$ cat config.mk
export PLATFORM = sky130hd
export DESIGN_NAME = rom_bus_bridge_flat
export DESIGN_NICKNAME = d
export VERILOG_FILES = /design/src/rtl/rom_bridge_pkg.sv /design/src/rtl/rom_bus_bridge_if.sv /design/src/rtl/rom_csum_scanner.sv /design/src/rtl/rom_bus_bridge.sv /design/src/flat_wrapper.sv
export SDC_FILE = /design/constraint.sdc
export NUM_CORES = 1
export LEC_CHECK = 0
export ABC_CLOCK_PERIOD_IN_PS = 1740
export CAP_MARGIN = 40
export CELL_PAD_IN_SITES_DETAIL_PLACEMENT = 1
export CELL_PAD_IN_SITES_GLOBAL_PLACEMENT = 2
export CORE_MARGIN = 4
export CORE_UTILIZATION = 24
export DETAILED_ROUTE_END_ITERATION = 12
export GPL_TIMING_DRIVEN = 0
export PLACE_DENSITY = 0.81
export SLEW_MARGIN = 25
export SYNTH_ARGS = -nofsm -noshare
export SYNTH_HDL_FRONTEND = slang
export SYNTH_SLANG_ARGS = --single-unit
$ cat constraint.sdc
create_clock -name clk -period 1.74 [get_ports clk]
set_clock_uncertainty 0.05 [all_clocks]
set_input_delay 0.348 -clock clk [delete_from_list [all_inputs] [get_ports clk]]
set_output_delay 0.348 -clock clk [all_outputs]
set_load 0.005 [all_outputs]
$ cat src/rtl/rom_bridge_pkg.sv
// Shared types and defaults for the drive-ROM bus bridge and its checksum scanner.
package rom_bridge_pkg;

    localparam int ROM_AW_DEF = 15;
    localparam int CPU_AW_DEF = 16;
    localparam int DW_DEF     = 8;
    localparam int CSUM_W     = 16;

    typedef enum logic [1:0] {
        ST_IDLE  = 2'd0,
        ST_ISSUE = 2'd1,
        ST_WAIT  = 2'd2,
        ST_SCAN  = 2'd3
    } state_e;

endpackage

$ cat src/rtl/rom_bus_bridge_if.sv
// CPU-side request/response bus of the ROM bridge; master = CPU, slave = bridge.
interface rom_bus_bridge_if
    import rom_bridge_pkg::*;
#(
    parameter int CPU_AW = CPU_AW_DEF,
    parameter int DW     = DW_DEF
);
    logic              req;
    logic [CPU_AW-1:0] addr;
    logic              rw;
    logic              rdy;
    logic              sel;
    logic [DW-1:0]     data;
    logic              data_valid;
    logic              wr_err;
    logic              overrun;

    modport master (output req, addr, rw,
                    input  rdy, sel, data, data_valid, wr_err, overrun);
    modport slave  (input  req, addr, rw,
                    output rdy, sel, data, data_valid, wr_err, overrun);
endinterface

$ cat src/rtl/rom_csum_scanner.sv
// Post-reset ROM sweep: issues one address per cycle, captures one cycle later,
// and accumulates a 16-bit byte sum. Used only when ROM_CHECKSUM_EN is defined.
module rom_csum_scanner
    import rom_bridge_pkg::*;
#(
    parameter int ROM_AW = ROM_AW_DEF,
    parameter int DW     = DW_DEF
) (
    input  logic              clk,
    input  logic              rst,
    input  logic [DW-1:0]     rom_data_i,
    output logic [ROM_AW-1:0] scan_addr_o,
    output logic              scan_oe_o,
    output logic              done_o,
    output logic [CSUM_W-1:0] sum_o
);
    logic [ROM_AW:0]     cnt_q;
    logic [ROM_AW-1:0]   addr_q;
    logic                oe_q, cap_q, last_oe_q, last_cap_q, done_q;
    logic [CSUM_W-1:0]   sum_q;

    always_ff @(posedge clk or posedge rst) begin
        if (rst) begin
            cnt_q      <= '0;
            addr_q     <= '0;
            oe_q       <= 1'b0;
            cap_q      <= 1'b0;
            last_oe_q  <= 1'b0;
            last_cap_q <= 1'b0;
            done_q     <= 1'b0;
            sum_q      <= '0;
        end else begin
            // cnt_q MSB set means every address has been issued
            if (!cnt_q[ROM_AW]) begin
                oe_q      <= 1'b1;
                addr_q    <= cnt_q[ROM_AW-1:0];
                cnt_q     <= cnt_q + (ROM_AW+1)'(1);
                last_oe_q <= &cnt_q[ROM_AW-1:0];
            end else begin
                oe_q      <= 1'b0;
                last_oe_q <= 1'b0;
            end
            cap_q      <= oe_q;
            last_cap_q <= last_oe_q;
            if (cap_q)
                sum_q <= sum_q + CSUM_W'(rom_data_i);
            if (last_cap_q)
                done_q <= 1'b1;
        end
    end

    assign scan_addr_o = addr_q;
    assign scan_oe_o   = oe_q;
    assign done_o      = done_q;
    assign sum_o       = sum_q;
endmodule

$ cat src/rtl/rom_bus_bridge.sv
// CPU-to-drive-ROM read bridge absorbing the ROM's one-cycle registered latency.
// Optional post-reset checksum sweep is built when ROM_CHECKSUM_EN is defined.
//
// state    | meaning
// IDLE     | ready; decode and accept a CPU request
// ISSUE    | rom_oe high, ROM latches addressed byte this cycle
// WAIT     | ROM byte on rom_data, captured into cpu_data at the edge
// SCAN     | checksum sweep owns the ROM port (ROM_CHECKSUM_EN only)
module rom_bus_bridge
    import rom_bridge_pkg::*;
#(
    parameter int ROM_AW      = ROM_AW_DEF,
    parameter int CPU_AW      = CPU_AW_DEF,
    parameter int DW          = DW_DEF,
    parameter bit ROM_SEL_MSB = 1'b1
) (
    input  logic                  clk,
    input  logic                  rst,
    rom_bus_bridge_if.slave       cpu,
    output logic [ROM_AW-1:0]     rom_addr_o,
    output logic                  rom_oe_o,
    input  logic [DW-1:0]         rom_data_i,
    output logic                  csum_done_o,
    output logic [CSUM_W-1:0]     csum_value_o
);
`ifdef ROM_CHECKSUM_EN
    localparam state_e RST_STATE = ST_SCAN;
`else
    localparam state_e RST_STATE = ST_IDLE;
`endif

    state_e            state_q, state_d;
    logic              rdy_q, rdy_d, sel_q, sel_d;
    logic [DW-1:0]     data_q, data_d;
    logic              valid_q, valid_d, wr_err_q, wr_err_d, ovr_q, ovr_d;
    logic [ROM_AW-1:0] addr_q, addr_d;
    logic              oe_q, oe_d;
    logic              scan_done;

    always_ff @(posedge clk or posedge rst) begin
        if (rst) begin
            state_q  <= RST_STATE;
            rdy_q    <= 1'b1;
            sel_q    <= 1'b0;
            data_q   <= '0;
            valid_q  <= 1'b0;
            wr_err_q <= 1'b0;
            ovr_q    <= 1'b0;
            addr_q   <= '0;
            oe_q     <= 1'b0;
        end else begin
            state_q  <= state_d;
            rdy_q    <= rdy_d;
            sel_q    <= sel_d;
            data_q   <= data_d;
            valid_q  <= valid_d;
            wr_err_q <= wr_err_d;
            ovr_q    <= ovr_d;
            addr_q   <= addr_d;
            oe_q     <= oe_d;
        end
    end

    always_comb begin
        state_d  = state_q;
        rdy_d    = rdy_q;
        sel_d    = sel_q;
        data_d   = data_q;
        valid_d  = 1'b0;
        wr_err_d = 1'b0;
        ovr_d    = 1'b0;
        addr_d   = addr_q;
        oe_d     = 1'b0;
        case (state_q)
            ST_IDLE: begin
                rdy_d = 1'b1;
                if (cpu.req) begin
                    if (cpu.addr[CPU_AW-1] == ROM_SEL_MSB) begin
                        sel_d = 1'b1;
                        if (cpu.rw) begin
                            addr_d  = cpu.addr[ROM_AW-1:0];
                            oe_d    = 1'b1;
                            rdy_d   = 1'b0;
                            state_d = ST_ISSUE;
                        end else begin
                            wr_err_d = 1'b1;
                        end
                    end else begin
                        sel_d = 1'b0;
                    end
                end
            end
            ST_ISSUE: begin
                ovr_d   = cpu.req;
                rdy_d   = 1'b0;
                state_d = ST_WAIT;
            end
            ST_WAIT: begin
                ovr_d   = cpu.req;
                data_d  = rom_data_i;
                valid_d = 1'b1;
                rdy_d   = 1'b1;
                state_d = ST_IDLE;
            end
`ifdef ROM_CHECKSUM_EN
            ST_SCAN: begin
                ovr_d = cpu.req;
                rdy_d = 1'b0;
                if (scan_done) begin
                    rdy_d   = 1'b1;
                    state_d = ST_IDLE;
                end
            end
`endif
            default: state_d = ST_IDLE;
        endcase
    end

    assign cpu.rdy        = rdy_q;
    assign cpu.sel        = sel_q;
    assign cpu.data       = data_q;
    assign cpu.data_valid = valid_q;
    assign cpu.wr_err     = wr_err_q;
    assign cpu.overrun    = ovr_q;

`ifdef ROM_CHECKSUM_EN
    logic [ROM_AW-1:0] scan_addr;
    logic              scan_oe;

    rom_csum_scanner #(.ROM_AW(ROM_AW), .DW(DW)) u_scanner (
        .clk         (clk),
        .rst         (rst),
        .rom_data_i  (rom_data_i),
        .scan_addr_o (scan_addr),
        .scan_oe_o   (scan_oe),
        .done_o      (scan_done),
        .sum_o       (csum_value_o)
    );

    // The sweep owns the ROM port for as long as the FSM sits in SCAN
    assign rom_addr_o  = (state_q == ST_SCAN) ? scan_addr : addr_q;
    assign rom_oe_o    = (state_q == ST_SCAN) ? scan_oe   : oe_q;
    assign csum_done_o = scan_done;
`else
    assign scan_done    = 1'b0;
    assign rom_addr_o   = addr_q;
    assign rom_oe_o     = oe_q;
    assign csum_done_o  = 1'b1;
    assign csum_value_o = '0;
`endif
endmodule

$ cat src/flat_wrapper.sv
// flat-port wrapper written by rule: the top's interface ports become plain ports
module rom_bus_bridge_flat import rom_bridge_pkg::*;
#(
    parameter int ROM_AW      = ROM_AW_DEF,
    parameter int CPU_AW      = CPU_AW_DEF,
    parameter int DW          = DW_DEF,
    parameter bit ROM_SEL_MSB = 1'b1
)
  (clk, rst, rom_addr_o, rom_oe_o, rom_data_i, csum_done_o, csum_value_o, cpu_req, cpu_addr, cpu_rw, cpu_rdy, cpu_sel, cpu_data, cpu_data_valid, cpu_wr_err, cpu_overrun);
  rom_bus_bridge_if #(.CPU_AW(CPU_AW), .DW(DW)) cpu_i ();
  input  logic clk;
  input  logic rst;
  output logic [ROM_AW-1:0] rom_addr_o;
  output logic rom_oe_o;
  input  logic [DW-1:0] rom_data_i;
  output logic csum_done_o;
  output logic [CSUM_W-1:0] csum_value_o;
  input wire logic [$bits(cpu_i.req)-1:0] cpu_req;
  input wire logic [$bits(cpu_i.addr)-1:0] cpu_addr;
  input wire logic [$bits(cpu_i.rw)-1:0] cpu_rw;
  output wire logic [$bits(cpu_i.rdy)-1:0] cpu_rdy;
  output wire logic [$bits(cpu_i.sel)-1:0] cpu_sel;
  output wire logic [$bits(cpu_i.data)-1:0] cpu_data;
  output wire logic [$bits(cpu_i.data_valid)-1:0] cpu_data_valid;
  output wire logic [$bits(cpu_i.wr_err)-1:0] cpu_wr_err;
  output wire logic [$bits(cpu_i.overrun)-1:0] cpu_overrun;
  assign cpu_i.req = cpu_req;
  assign cpu_i.addr = cpu_addr;
  assign cpu_i.rw = cpu_rw;
  assign cpu_rdy = cpu_i.rdy;
  assign cpu_sel = cpu_i.sel;
  assign cpu_data = cpu_i.data;
  assign cpu_data_valid = cpu_i.data_valid;
  assign cpu_wr_err = cpu_i.wr_err;
  assign cpu_overrun = cpu_i.overrun;
  rom_bus_bridge #(.ROM_AW(ROM_AW), .CPU_AW(CPU_AW), .DW(DW), .ROM_SEL_MSB(ROM_SEL_MSB)) u_core (.clk(clk), .rst(rst), .cpu(cpu_i), .rom_addr_o(rom_addr_o), .rom_oe_o(rom_oe_o), .rom_data_i(rom_data_i), .csum_done_o(csum_done_o), .csum_value_o(csum_value_o));
endmodule
After elaboration in Yosys (flattened, before gate mapping)
Index checks and enable logic that the tools add are counted.
- register bits after elaboration: 31
- word-level logic and storage cells: 38
- output and inout port bits: 46
- input port bits: 28
- reductions and logical operators: 6
- eq/ne operators: 5
- muxes and demuxes: 18
- operators by type and width (cell ; number):
    1-bit two-way mux ; 13
    2-bit two-way mux ; 3
    2-bit != test (second input constant) ; 3
    2-bit case mux with 2 select lines ; 1
    4-bit AND reduction ; 1
    1-bit case mux with 3 select lines ; 1
    3-bit AND reduction ; 1
    3-bit nonzero test ; 1
    2-bit by 1-bit equality test with 1-bit output (second input constant) ; 1
    2-bit equality test (second input constant) ; 1
    2-bit logical NOT ; 1
    2-bit AND reduction ; 1
    2-bit OR reduction ; 1

Longest topological paths before layout
- word-level depth: 4
- depth in mapped cells: 5
- depth with buffers taken out: 5

Worst setup path after synthesis
OpenSTA, ideal clock, no wires.
- path type: register to register
- start: register u_core.state_q[0]
- end: register u_core.addr_q[0], in the netlist u_core.rom_addr_o[0]
- library setup time: 0.125 ns
- path slack: 0.248 ns
- cell stages (with the launch flop): 6
- required time: 1.565 ns
- path buffers: 1
- data arrival time: 1.317 ns
- cell sequence: dfrtp_1 inv_1 ha_1 nand4_4 buf_6 mux2_4
- word-level cells in the longest chain between the ends: 2
- ends and longest elaborated chain (item ; line ; source):
    start, declared ; rom_bus_bridge.sv:32 ; state_e state_q, state_d;
    start signal, assigned ; rom_bus_bridge.sv:52 ; state_q <= state_d;
    2-bit logical NOT ; rom_bus_bridge.sv:74 ; case (state_q)
    4-bit AND reduction (no line) ; -- ;
    end signal, assigned ; rom_bus_bridge.sv:59 ; addr_q <= addr_d;
    end, declared ; rom_bus_bridge.sv:36 ; logic [ROM_AW-1:0] addr_q, addr_d;
No other way between the ends.
A chain may end at the register's enable or synchronous reset.

Worst setup path in the final report
- start: register u_core.state_q[0]
- end: register u_core.addr_q[9], in the netlist u_core.rom_addr_o[9]
The elaborated chain is that of the path after synthesis.

==> results.md <==
* Run status: finished, final reports clean
* Worst endpoint data arrival time at about 1.7 ns
* DRC errors left at 0
* Vias in the first global route at 1018
* WHS Endpoint: u_core.cpu.rdy
* CTS tree: built
* Area of the multi-input gates at between 500 and 600 um^2
* Slew margin rel. at approximately 55%
* Max-slew violations at 0
* Critical Path RT at approximately 1.9 ns
* Type of the tightest min-delay check: reg2reg
* Reg clk slew, reported paths at about 0.070 ns
* R2r startpoint: u_core.state_q[0]
* Cts bufs inserted at 5
* RSZ-0062 raised after global routing: false
* FF/Latch Area at slightly below 800 um^2
* Wire length per cell at approximately 12 um
* Final Hold Viols at 0
* Iteration-0 DRC Markers at 19
* CP max stage delay at approximately 0.40 ns
* Global placer's final weighted congestion at between 0.6 and 0.7
* CP Launch Type: flip-flop
* Worst-Skew Late Latency at 0.27 ns
* Initial antenna violation count at 0
* Ys Warns at 0
* Fill count at around 600
* DIE AREA at 7220 um^2
* FF-to-FF path depth at 5
* #FFs+latches synth at 31
* Final worst slack at ~0.14 ns
* Layout Nets at 211
* Die height at 85.0 um
* CTS Root Cell: clkbuf_8
* Post-DP Area at about 2100 um^2
* Mapped Area at approximately 1400 um^2
* Largest net degree at the start of global routing at 32
* DRT Pass-1 Iters at 2
* Critical Path, Cell by Cell: inv_1 -> ha_2 -> nand4_4 -> buf_6 -> mux2_4
* Worst-Margin Slew at between 0.6 and 0.7 ns
* Routed wire length at roughly 3.1 mm
* Fin crit period at about 1.6 ns
* Final worst-path cycle share at between 90% and 100%
* Syn Inst Count at 100
* GRT Total Usage at slightly above 9%
* First-pass GRT wire length at between 5 and 6 mm
* Hold Startpoint: u_core.cpu.rdy
* Resize count post-CTS at 0
* Syn-to-layout area delta at 58.3%
* Static leakage at between 1 and 1.5 nW
* # IOs at 74
* Row count at 27
* Final instance area at 2250 um^2
* Initial Utilization at 25.2%
* FF-to-FF End: u_core.rom_addr_o[9]
* Post-DP HPWL at around 2.4 mm
* Gr ovfl total at 0
* CTS Sinks at 31
* Core Area at 5640 um^2
* Vias per cell at 3.86
* Count of cell types in the netlist at 21
* H-tree lvl count at 2
* Post-synthesis area per instance at 14.2 um^2
* Clock buffer depth at 2
* Crit-path slowest cell: dfrtp_1
* CP top delay family: flip-flops
* Critical path type: reg2reg
* PwrDens at around 1500 nW/um^2
* Remaining antenna violation count at 0
* Via count at roughly 970
* Die X at 85.0 um
* FF-to-FF setup slack at roughly 0.14 ns
* Ant. Diodes at 0
* Total setup buffers inserted after CTS at 0
* F_max at 624 MHz
* Final setup viols at 0
* Max Cap Viol at 0
* IO Port Bufs at 56
* Worst slack at placement at -0.146 ns
* Hold Path Stages at 2
* Peak supply drop at 528 uV
* Sequential element share of the synthesized area at 54.6%
* Share of layout cells above drive strength 1 at a little under a third
* Largest fanout on the critical path at 10
* CTS Hold Bufs at 0
* WP buf/inv at 2
* Crit path capture type: flip-flop
-- power by group --
| part | total [mW] | internal (mW) | switching (mW) |
|---|---|---|---|
| clock | 0.724 | 0.463 | 0.261 |
| combinational | 1.45 | 1.01 | 0.441 |
| sequential | 1.23 | 1.07 | 0.166 |
| total | 3.41 | 2.54 | 0.868 |
-- layout make-up --
cell class                      instances  share of cell area [%]
Sequential cell                        31                    34.5
Timing Repair Buffer                   56                    25.0
Multi-Input combinational cell         61                    24.2
Buffer                                 19                    6.39
Tap cell                               72                    4.00
Clock buffer                            6                    3.67
Clock inverter                          2                    1.56
Inverter                                4                   0.667
-- worst max path at each step --
stage               cells after the start         startpoint  slack (ns)              endpoint
detailed placement                      4            cpu_req       -0.15     u_core.state_q[1]
floorplan                               5  u_core.state_q[0]        0.25  u_core.rom_addr_o[0]
CTS                                     1     u_core.cpu.rdy        0.02               cpu_rdy
global placement                        2                rst       -0.14  u_core.rom_addr_o[4]
global route                            5  u_core.state_q[0]        0.02  u_core.rom_addr_o[9]
finish                                  5  u_core.state_q[0]        0.14  u_core.rom_addr_o[9]
-- worst min-delay path, delay by kind of cell, from the launching register on --
kind	cells	cell delay [ns]
flops	1	0.37
simple gates	1	0.04
compound gates	1	0.06
-- cells in the mapped netlist --
master   count  area [um^2]
mux2i_1      1         10.0
and2b_1      1         7.51
mux2_4      10          150
and2_1       1         6.26
buf_6        1         11.3
dfstp_2      1         26.3
nor2_1       1         3.75
nand2_1      3         11.3
ha_1         5         62.6
nand4_4      1         21.3
mux2_2      15          169
nand3_1      1         5.00
o21a_1       1         7.51
buf_2        1         5.00
inv_1        4         15.0
buf_4       17          128
and4b_1      1         10.0
dfrtp_1     30          751
o21ai_0      2         10.0
conb_1       2         7.51
a21oi_1      1         5.00
-- cells in the final DEF (no fill, tap or decap) --
master | Yosys | routed
o21a_1 | 1 | 1
dfrtp_1 | 30 | 30
bufinv_16 | 0 | 1
conb_1 | 2 | 17
nand4_4 | 1 | 1
ha_1 | 5 | 4
dfstp_2 | 1 | 1
and4b_1 | 1 | 1
inv_1 | 4 | 3
o21ai_0 | 2 | 2
mux2i_1 | 1 | 1
ha_2 | 0 | 1
buf_4 | 17 | 17
inv_2 | 0 | 1
and2b_1 | 1 | 1
clkinv_2 | 0 | 1
dlymetal6s2s_1 | 0 | 1
and2_1 | 1 | 1
buf_6 | 1 | 1
clkbuf_8 | 0 | 6
mux2_4 | 10 | 10
nand2_1 | 3 | 3
mux2_2 | 15 | 15
buf_2 | 1 | 1
clkdlybuf4s50_1 | 0 | 55
nand3_1 | 1 | 1
a21oi_1 | 1 | 1
nor2_1 | 1 | 1
-- through the flow --
stage	setup TNS (ns)	hold WS, ns	cells	utilization [%]	total power, mW
finish	0	0.426	251	39.9	3.41
global route	0	0.450	251	39.9	3.65
CTS	0	0.432	251	39.8	3.47
detailed placement	-1.41	0.423	243	37.7	2.72
global placement	-5.32	0.423	243	37.7	2.68
floorplan	0	0.401	115	-	1.88
-- registers in the layout, summed over array words and instances (netlist names) --
signal and count:
u_core.cpu.overrun 1, u_core.cpu.sel 1, u_core.cpu.rdy 1, u_core.rom_addr_o 15, u_core.cpu.wr_err 1, u_core.cpu.data 8, u_core.state_q 2, u_core.cpu.data_valid 1
u_core.rom_oe_o 1
-- metal layers --
layer  vias up  track usage [%]  routed length, um
met5         -                0                  0
li1        456                -                  -
met2        47             13.6               1410
met1       459             12.3               1370
met4         0             4.32                 65
met3         6             3.01                269
-- cell families after synthesis --
| kind of cell | share of synthesized area [%] |
|---|---|
| flip-flops | 54.6 |
| multiplexers | 23.1 |
| buffers and inverters | 11.2 |
| AND/OR/NAND/NOR | 4.57 |
| adder cells (fa/ha/maj) | 4.40 |
| AO/OA/AOI/OAI | 1.58 |
| other | 0.528 |
Note: power is estimated with default switching activity, not from simulation.
